--- src/rtl/uart_value_reporter.sv ---
// uart_value_reporter: sends the 4-bit counter value as "<hex>\r\n" over 8N1 UART.
// Changes and resend requests coalesce so the host always sees the latest value.
module uart_value_reporter #(
  parameter int CLK_FREQ = 50_000_000,
  parameter int BAUD     = 115200
) (
  input  logic       FPGA_CLK,
  input  logic       rst_butt,
  input  logic [3:0] data,
  input  logic       force_send,
  output logic       UART_TXD,
  output logic       busy,
  output logic       msg_done
);

  localparam int DIV = (CLK_FREQ + BAUD / 2) / BAUD;
  localparam int CW  = (DIV > 1) ? $clog2(DIV) : 1;
  localparam logic [CW-1:0] CNT_LAST = CW'(DIV - 1);

  typedef enum logic [1:0] {
    S_IDLE,
    S_START,
    S_DATA,
    S_STOP
  } state_t;

  function automatic logic [7:0] hex_ascii(input logic [3:0] v);
    if (v < 4'd10) return 8'h30 + {4'h0, v};
    else           return 8'h37 + {4'h0, v};
  endfunction

  state_t        r_state;
  logic [CW-1:0] r_cnt;
  logic [2:0]    r_bit;
  logic [1:0]    r_idx;
  logic [7:0]    r_shift;
  logic [3:0]    r_data_q;
  logic          r_pending;
  logic          r_txd;
  logic          r_busy;
  logic          r_done;

  state_t        w_state_n;
  logic [CW-1:0] w_cnt_n;
  logic [2:0]    w_bit_n;
  logic [1:0]    w_idx_n;
  logic [7:0]    w_shift_n;
  logic          w_txd_n;
  logic          w_done_n;
  logic          w_take;
  logic          w_tick;
  logic          w_chg;

  assign w_tick = (r_cnt == CNT_LAST);
  assign w_chg  = (data != r_data_q) | force_send;

  // Next-state, bit timing and next line level; outputs are registered from these.
  always_comb begin
    w_state_n = r_state;
    w_cnt_n   = r_cnt + CW'(1);
    w_bit_n   = r_bit;
    w_idx_n   = r_idx;
    w_shift_n = r_shift;
    w_done_n  = 1'b0;
    w_take    = 1'b0;
    w_txd_n   = 1'b1;
    if (r_state == S_IDLE || w_tick) w_cnt_n = '0;
    unique case (r_state)
      S_IDLE: begin
        if (r_pending) begin
          w_state_n = S_START;
          w_shift_n = hex_ascii(data);
          w_idx_n   = 2'd0;
          w_take    = 1'b1;
        end
      end
      S_START: begin
        if (w_tick) begin
          w_state_n = S_DATA;
          w_bit_n   = 3'd0;
        end
      end
      S_DATA: begin
        if (w_tick) begin
          w_shift_n = {1'b0, r_shift[7:1]};
          if (r_bit == 3'd7) w_state_n = S_STOP;
          else               w_bit_n   = r_bit + 3'd1;
        end
      end
      S_STOP: begin
        if (w_tick) begin
          if (r_idx < 2'd2) begin
            w_idx_n   = r_idx + 2'd1;
            w_shift_n = (r_idx == 2'd0) ? 8'h0D : 8'h0A;
            w_state_n = S_START;
          end else begin
            w_state_n = S_IDLE;
            w_done_n  = 1'b1;
          end
        end
      end
      default: w_state_n = S_IDLE;
    endcase
    unique case (1'b1)
      (w_state_n == S_START): w_txd_n = 1'b0;
      (w_state_n == S_DATA):  w_txd_n = w_shift_n[0];
      default:                w_txd_n = 1'b1;
    endcase
  end

  // State, datapath and registered outputs; a set of pending beats a clear.
  always_ff @(posedge FPGA_CLK or negedge rst_butt) begin
    if (!rst_butt) begin
      r_state   <= S_IDLE;
      r_cnt     <= '0;
      r_bit     <= 3'd0;
      r_idx     <= 2'd0;
      r_shift   <= 8'h00;
      r_data_q  <= 4'h0;
      r_pending <= 1'b0;
      r_txd     <= 1'b1;
      r_busy    <= 1'b0;
      r_done    <= 1'b0;
    end else begin
      r_state   <= w_state_n;
      r_cnt     <= w_cnt_n;
      r_bit     <= w_bit_n;
      r_idx     <= w_idx_n;
      r_shift   <= w_shift_n;
      r_data_q  <= data;
      r_pending <= w_chg | (r_pending & ~w_take);
      r_txd     <= w_txd_n;
      r_busy    <= (w_state_n != S_IDLE);
      r_done    <= w_done_n;
    end
  end

  assign UART_TXD = r_txd;
  assign busy     = r_busy;
  assign msg_done = r_done;

endmodule
--- config.mk ---
export PLATFORM = sky130hd
export DESIGN_NAME = uart_value_reporter
export DESIGN_NICKNAME = d
export VERILOG_FILES = /design/src/rtl/uart_value_reporter.sv
export SDC_FILE = /design/constraint.sdc
export NUM_CORES = 1
export LEC_CHECK = 0
export ABC_AREA = 0
export CORE_UTILIZATION = 62
export DETAILED_ROUTE_END_ITERATION = 10
export PLACE_DENSITY = 0.83
export SLEW_MARGIN = 0
export SYNTH_ARGS = -nofsm -noshare
export SYNTH_HDL_FRONTEND = slang
export SYNTH_SLANG_ARGS = --single-unit
--- constraint.sdc ---
create_clock -name FPGA_CLK -period 3.6 [get_ports FPGA_CLK]
set_input_delay 0.9 -clock FPGA_CLK [delete_from_list [all_inputs] [get_ports FPGA_CLK]]
set_output_delay 0.9 -clock FPGA_CLK [all_outputs]
set_load 0.02 [all_outputs]
## After elaboration in Yosys (flattened, before gate mapping)

Cells that the tools add are included.

- Bits in registers: 32
- Input port bits: 7
- Output and inout bits: 3
- Word-level logic and storage cells: 75

- Add/subtract/negate cells: 5
- $lt $le $gt $ge: 2
- Equal/unequal tests: 14
- Multiplexer cells: 29
- Bitwise gates (word level): 4
- Reduce and logical (&&, ||, !) cells: 10

Operators with widths:

| kind | number |
|---|---|
| $mux W8 | 4 |
| $pmux W8 S3 | 1 |
| $mux W2 | 8 |
| $add A6 B4 Y7 const A | 2 |
| $mux W3 | 4 |
| $ne A2 B2 Y1 const B | 6 |
| $add A9 B1 Y9 const B | 1 |
| $eq A9 B9 Y1 const B | 1 |
| $mux W9 | 1 |
| $pmux W2 S4 | 1 |
| $reduce_and A4 Y1 | 2 |
| $mux W7 | 1 |
| $eq A2 B2 Y1 const B | 3 |
| $mux W1 | 6 |
| $pmux W3 S2 | 1 |
| $reduce_bool A2 Y1 | 3 |
| $reduce_and A5 Y1 | 1 |
| $eq A2 B1 Y1 const B | 2 |
| $logic_not A2 Y1 | 2 |
| $lt A4 B4 Y1 const B | 1 |
| $ne A4 B4 Y1 | 1 |
| $pmux W2 S2 | 1 |
| $add A3 B1 Y3 const B | 1 |
| $eq A3 B3 Y1 const B | 1 |
| other kinds (8) | 9 |

## Depth between registers and ports, before layout

Gate-level depths: netlist (run 1).

- Word-level depth: 6
- Gate-level depth with buffers: 8

## Worst setup path before layout (run 1)

Ideal clock, no wire load.

- Path type: input to register
- From: input data[2]
- To: register r_shift[0]
- Library setup time: 0.131 ns
- Data arrival time: 1.672 ns
- Data required time: 3.469 ns
- Slack: 1.796 ns
- Stages on the path: 4
- Buffers on the path: 0
- Cells stage by stage: o21ai_0 > xnor2_1 > a311oi_1 > or3_1

- Word-level cells in the longest chain between the ends: 4

RTL lines:

| item | RTL line | text |
|---|---|---|
| start: declaration | 9 | `input logic [3:0] data,` |
| $lt A4 B4 Y1 | 28 | `if (v < 4'd10) return 8'h30 + {4'h0, v};` |
| $mux W7 | 28 |  |
| $mux W8 | 70 | `if (r_pending) begin` |
| $pmux W8 S3 | 68 | `unique case (r_state)` |
| named net w_shift_n[0] | 47 | `logic [7:0] w_shift_n;` |
| end signal: assignment | 129 | `r_shift <= w_shift_n;` |
| end: declaration | 36 | `logic [7:0] r_shift;` |

The timed path passes the listed nets, and every way through them passes these cells. The select of a mux whose other input is x is not followed.
A chain may end at the register's enable or synchronous reset.

## Final worst setup path (run 1)

- From: register r_txd, in the netlist UART_TXD
- To: output UART_TXD

RTL lines:

| item | RTL line | text |
|---|---|---|
| start: declaration | 39 | `logic r_txd;` |
| start signal: assignment | 132 | `r_txd <= w_txd_n;` |
| end: declaration | 11 | `output logic UART_TXD,` |

No word-level cell between the ends.

==> results of run 1 <==
==> worst register-to-register path: stages (launching register included) <==
cell and delay, ps:
dfrtp_1 710, inv_1 250, and2_1 200, a2bb2oi_1 360, nor4_2 100, mux2i_1 150
==> sequential cells by signal, summed over array words and instances (netlist names) <==
| signal | count |
|---|---|
| UART_TXD | 1 |
| busy | 1 |
| msg_done | 1 |
| r_bit | 3 |
| r_cnt | 9 |
| r_data_q | 4 |
| r_idx | 2 |
| r_pending | 1 |
| r_shift | 7 |
| r_state | 2 |
==> placed cells by master, fill, tap and decap left out, types with 3 or more instances in the layout <==
cell type	Yosys	routed
xnor2_1	8	8
clkdlybuf4s50_1	0	9
nor2b_1	3	3
a21oi_1	6	6
nand4_1	3	3
clkbuf_4	0	5
a22o_1	3	3
nor2_1	16	16
or3_1	3	3
inv_1	8	8
nand3_1	5	5
xor2_1	5	5
o21ai_0	9	9
mux2i_1	3	3
dfrtp_1	30	30
nand2_1	9	9
ha_1	7	7
clkinv_2	0	3
==> logic make-up after synthesis <==
kind of cell / after synthesis / share of synthesized area [%]
compound gates: 31 / 13.1
xor+xnor: 13 / 6.98
fa+ha+maj: 7 / 5.37
buf+inv: 13 / 4.14
flops: 31 / 47.6
mux: 5 / 3.68
simple gates: 55 / 19.1
==> worst max path at each step <==
stage,from,to,depth (start not counted)
floorplan,data[2],r_shift[0],4
global placement,data[3],UART_TXD,6
detailed placement,data[3],UART_TXD,6
CTS,UART_TXD,UART_TXD,1
global route,UART_TXD,UART_TXD,1
finish,UART_TXD,UART_TXD,1
==> power groups by stage <==
stage	registers [mW]	clock network (mW)	logic (mW)
floorplan	0.366	0	0.0166
global placement	0.367	0	0.0350
detailed placement	0.368	0	0.0364
CTS	0.361	0.196	0.0364
global route	0.362	0.212	0.0401
finish	0.361	0.185	0.0354
==> stage by stage <==
stage | instance area, um^2 | setup WS, ps | hold WS, ps
floorplan | 1630 | 1800 | 449
global placement | 1730 | 1090 | 476
detailed placement | 1730 | 1050 | 490
CTS | 1780 | 1240 | 503
global route | 1780 | 1200 | 527
finish | 1780 | 1250 | 502
==> routing by layer <==
layer,global-route usage (%),vias to the layer above
li1,-,566
met1,29.6,546
met2,41.0,24
met3,6.03,7
met4,10.5,0
met5,0,-
==> final cells by class <==
class	instances	share of cell area (%)
Sequential cell	31	43.6
Multi-Input combinational cell	111	44.2
Timing Repair Buffer	10	5.48
Clock buffer	5	2.11
Inverter	8	1.69
Clock inverter	3	0.843
Tap cell	30	2.11
==> results.sh, run 1 <==
export IMPL_status="finished, final reports clean"
export IMPL_clkPwrFrac_pct=31.9
export IMPL_cpPeakStageDelay_ps=590
export IMPL_dr_pass1_iters=4
export IMPL_power_total_uw=582
export IMPL_initialDrtViolationCount=20
export IMPL_wl_per_cell_um=14.7
export IMPL_ys_seq_area_share_pct=47.6
export IMPL_max_cap_violations=0
export IMPL_cts_htree_levels=2
export IMPL_core_mm2=0.00248
export IMPL_reg2reg_depth=5
export IMPL_multiInputGateArea_um2=787
export IMPL_critPathKind="reg2out"
export IMPL_synthArstFlopShare_pct=100
export IMPL_grt_pass1_vias=1100
export IMPL_synth_area_mm2=0.00163
export IMPL_gp_congestion=0.750
export IMPL_critPathCaptureType="output port"
export IMPL_postSynthCellCount=155
export IMPL_p_int_uw=446
export IMPL_worst_ep_required_time_ps=2700
export IMPL_cts_sinks=31
export IMPL_clkTransAtPathRegs_ps=90
export IMPL_dr_wl_met3_um=88
export IMPL_p_per_area_mw_per_mm2=327
export IMPL_hp_class="reg2reg"
export IMPL_switching_share_pct=23.3
export IMPL_final_util_pct=71.9
export IMPL_r2r_start="r_state[0]"
export IMPL_ff2ff_setup_slack_ps=1760
export IMPL_comb_power_share_pct=6.1
export IMPL_synth_top_area_share_pct=46.0
export IMPL_vias_per_cell=5.77
export IMPL_drive_gt1_share_pct=11.9
export IMPL_die_height_um=53.3
export IMPL_placed_cells=190
export IMPL_track_usage_pct=24.6
export IMPL_synth_commonest_cells="dfrtp_1 (30), nor2_1 (16), nand2_1 (9), o21ai_0 (9)"
export IMPL_p_seq_share_pct=62.1
export IMPL_worstMarginPinSlew_ps=611
export IMPL_holdPathStages=1
export IMPL_synth_seq_cells=31
export IMPL_root_buffer="clkbuf_4"
export IMPL_grt_pass1_wl_um=4890
export IMPL_portBuffers=9
export IMPL_vias=1143
export IMPL_critical_path_cell_chain="clkdlybuf4s50_1"
export IMPL_path_buf_inv=1
export IMPL_postRouteAntennaNets=0
export IMPL_postCtsSetupRepairBufs=0
export IMPL_clk_path_buf_depth=2
export IMPL_arrival_ps=1450
export IMPL_slew_headroom_pct=59.1
export IMPL_synth_ff_type="dfrtp_1"
export IMPL_seq_area_um2=777
export IMPL_nFillCells=180
export IMPL_final_cells=198
export IMPL_yosysWarnings=0
export IMPL_yosys_top_cells_area="dfrtp_1 (46%), ha_1 (5.4%), xnor2_1 (4.3%), nor2_1 (3.7%), o21ai_0 (2.8%)"
export IMPL_synth_most_common_cell="dfrtp_1"
export IMPL_ioPinCount=10
export IMPL_holdBufCountCts=0
export IMPL_rows=18
export IMPL_worstHoldStart="r_cnt[0]"
export IMPL_clkLatencyLatePin_ps=330
export IMPL_reg2reg_to="UART_TXD"
export IMPL_final_max_slew_viol_count=0
export IMPL_die_area_mm2=0.00284
export IMPL_clock_skew_ps=6.54
export IMPL_period_share_pct=65.2
export IMPL_switchingPower_uw=136
export IMPL_cts_tree="yes"
export IMPL_antenna_cells=0
export IMPL_antenna_found_initial=0
export IMPL_hold_violations=0
export IMPL_power_leakage_nw=0.796
export IMPL_vdd_ir_drop_max_v=0.000309
export IMPL_crit_path_start_kind="flip-flop"
export IMPL_fmax_mhz=426
export IMPL_dp_hpwl_um=2150
export IMPL_cp_slowest_cell="clkdlybuf4s50_1"
export IMPL_crit_fanout=1
export IMPL_drc=0
export IMPL_synth_edff_count=0
export IMPL_hold_end="r_cnt[0]"
export IMPL_wl_um=2900
export IMPL_drt_met1_wl_um=1310
export IMPL_avgSynthCellArea_um2=10.5
export IMPL_routed_top_layer="met4"
export IMPL_cp_top_family="buffers and inverters"
export IMPL_start_util_pct=65.9
export IMPL_nets=181
export IMPL_setup_tns_final_ps=0
export IMPL_syn_num_nets=169
export IMPL_grt_overflow_total=0
export IMPL_setup_viol=0
export IMPL_dieWidth_um=53.3
export IMPL_rsz0062_at_grt="false"
export IMPL_syn2layout_area_growth_pct=9.20
export IMPL_wl_met2_um=1440
export IMPL_cts_made_buffers=5
export IMPL_grt_start_max_net_pins=19
export IMPL_ctsResizeCount=0
export IMPL_fin_crit_ps=2350
export IMPL_synth_cell_types=39
export IMPL_synth_area_leader_cell="dfrtp_1"
(Power assumes the default switching activity.)
==> run 2: changes to the inputs <==
Settings changed: CORE_UTILIZATION 62 to 52, PLACE_DENSITY 0.83 to 0.74.
Clock period 3.6 ns to 2.1 ns, I/O delays scaled along.
==> run 2 against run 1 <==
  * Combinational power increased by 87%
  * Worst hold slack got worse by 8.2 ps
  * Register-to-register slack worse by 1500 ps
  * Power is 120% higher
  * Clock-buffer cell count is 1 higher
  * Sequential power up 71%
  * Wire length up 1.4%
  * Sequential cell count is the same
  * Critical path depth unchanged
  * Cell area is 4.9% higher
  * Global-route usage is 3.4 points lower
  * Critical path type unchanged
  * Highest routed layer unchanged
==> results.sh, run 2 (synthesis results as in run 1) <==
export IMPL_largest_reg_flops=9
export IMPL_initialDrtViolationCount=22
export IMPL_nFillCells=245
export IMPL_drc=0
export IMPL_placed_cell_area_mm2=0.00177
export IMPL_path_buf_inv=1
export IMPL_power_total_mw=1.26
export IMPL_cts_sinks=31
export IMPL_crit_path_start_kind="flip-flop"
export IMPL_whs_ps=494
export IMPL_postRouteAntennaNets=0
export IMPL_wl_um=2940
export IMPL_fin_crit_ps=1990
export IMPL_hold_violations=0
export IMPL_final_cell_mix="dfrtp_1 (30), nor2_1 (16), nand2_1 (9), o21ai_0 (9), clkdlybuf4s50_1 (9)"
export IMPL_dieWidth_um=58.0
export IMPL_die_area_mm2=0.00337
export IMPL_grt_overflow_total=0
export IMPL_critPathKind="reg2out"
export IMPL_grt_start_max_net_pins=32
export IMPL_rows=19
export IMPL_ioPinCount=10
export IMPL_final_common_cell="dfrtp_1"
export IMPL_setup_tns_final_ps=0
export IMPL_seq_area_um2=777
export IMPL_grt_pass1_vias=1206
export IMPL_largest_register="r_cnt"
export IMPL_design_area_mm2=0.00187
export IMPL_nets=186
export IMPL_portBuffers=9
export IMPL_final_util_pct=65.5
export IMPL_critPathCaptureType="output port"
export IMPL_vdd_ir_drop_max_v=0.000686
export IMPL_period_share_pct=94.5
export IMPL_rsz0062_at_grt="false"
export IMPL_syn2layout_area_growth_pct=14.6
export IMPL_multiInputGateArea_um2=787
export IMPL_p_per_area_mw_per_mm2=676
export IMPL_vias=1147
export IMPL_cts_made_buffers=5
export IMPL_clkTransAtPathRegs_ps=110
export IMPL_clk_path_buf_depth=2
export IMPL_cpPeakStageDelay_ps=590
export IMPL_critical_path_cell_chain="clkdlybuf4s50_1"
export IMPL_setup_viol=0
export IMPL_wl_per_cell_um=14.4
export IMPL_gp_congestion=0.774
export IMPL_vias_per_cell=5.62
export IMPL_clock_skew_ps=15.9
export IMPL_antenna_cells=0
export IMPL_final_max_slew_viol_count=0
export IMPL_track_usage_pct=21.1
export IMPL_ctsResizeCount=0
export IMPL_root_buffer="clkbuf_4"
export IMPL_cp_slowest_cell="clkdlybuf4s50_1"
export IMPL_postCtsSetupRepairBufs=0
export IMPL_fmax_mhz=504
export IMPL_clkLatencyLatePin_ps=340
export IMPL_drive_gt1_share_pct=13.9
export IMPL_worst_ep_required_time_ps=1570
export IMPL_holdBufCountCts=0
export IMPL_dp_hpwl_um=2130
export IMPL_slew_headroom_pct=69.0
export IMPL_max_cap_violations=0
export IMPL_top_regs="r_cnt: 9 flops, r_shift: 7 flops, r_data_q: 4 flops"
export IMPL_grt_pass1_wl_um=5210
export IMPL_worstMarginPinSlew_ps=466
export IMPL_hp_class="reg2reg"
export IMPL_arrival_ps=1460
export IMPL_power_leakage_nw=0.837
export IMPL_cts_htree_levels=2
export IMPL_dr_pass1_iters=4
export IMPL_status="finished, final reports clean"
export IMPL_cts_tree="yes"
export IMPL_die_height_um=58.0
export IMPL_antenna_found_initial=0
export IMPL_start_util_pct=57.2
export IMPL_core_mm2=0.00285
export IMPL_crit_fanout=1
export IMPL_cp_top_family="buffers and inverters"
-- run 2: cell count changes in the layout (fill, tap and decap cells not counted) --
cell | before | now
buf_4 | 1 | 6
clkinv_2 | 3 | 0
bufinv_16 | 0 | 2
clkbuf_1 | 0 | 1
-- run 2: cell type report --
cell class              count  area share (%)
clock inverters             2            3.21
well taps                  31            2.07
repair buffers             15            7.23
flip-flops and latches     31            41.6
multi-input cells         111            42.1
inverters                   8            1.61
clock buffers               6            2.21
-- run 2: power breakdown --
group	total, mW	internal, mW	switching, mW
clock network	0.578	0.372	0.207
logic	0.0663	0.0350	0.0313
registers	0.618	0.611	0.00751
total	1.26	1.02	0.246
-- run 2: layer usage --
metal / part of all wire, % / global-route usage, %
met3: 3.4 / 6.70
met1: 48 / 25.1
met2: 47 / 35.8
met5: 0 / 0
met4: 2.0 / 8.16
-- run 2: through the flow --
| step | cells | setup WS [ps] |
|---|---|---|
| 4_1_cts | 204 | 107 |
| 5_1_grt | 204 | 65.9 |
| 6_report | 204 | 115 |
| 2_1_floorplan | 155 | 455 |
| 3_5_place_dp | 196 | 50.7 |
| 3_3_place_gp | 196 | 72.9 |
-- run 2: path summary, 6_finish.rpt --
path | depth (start not counted) | startpoint | end | slack, ps
worst max-delay path | 1 | UART_TXD | UART_TXD | 110
worst min-delay path | 1 | r_cnt[0] | r_cnt[0] | 490
worst max register to register | 7 | r_cnt[1] | r_shift[1] | 270
worst min register to register | 1 | r_cnt[0] | r_cnt[0] | 490
max in group asynchronous | 2 | rst_butt | UART_TXD | 1230
min in group asynchronous | 2 | rst_butt | r_cnt[3] | 560
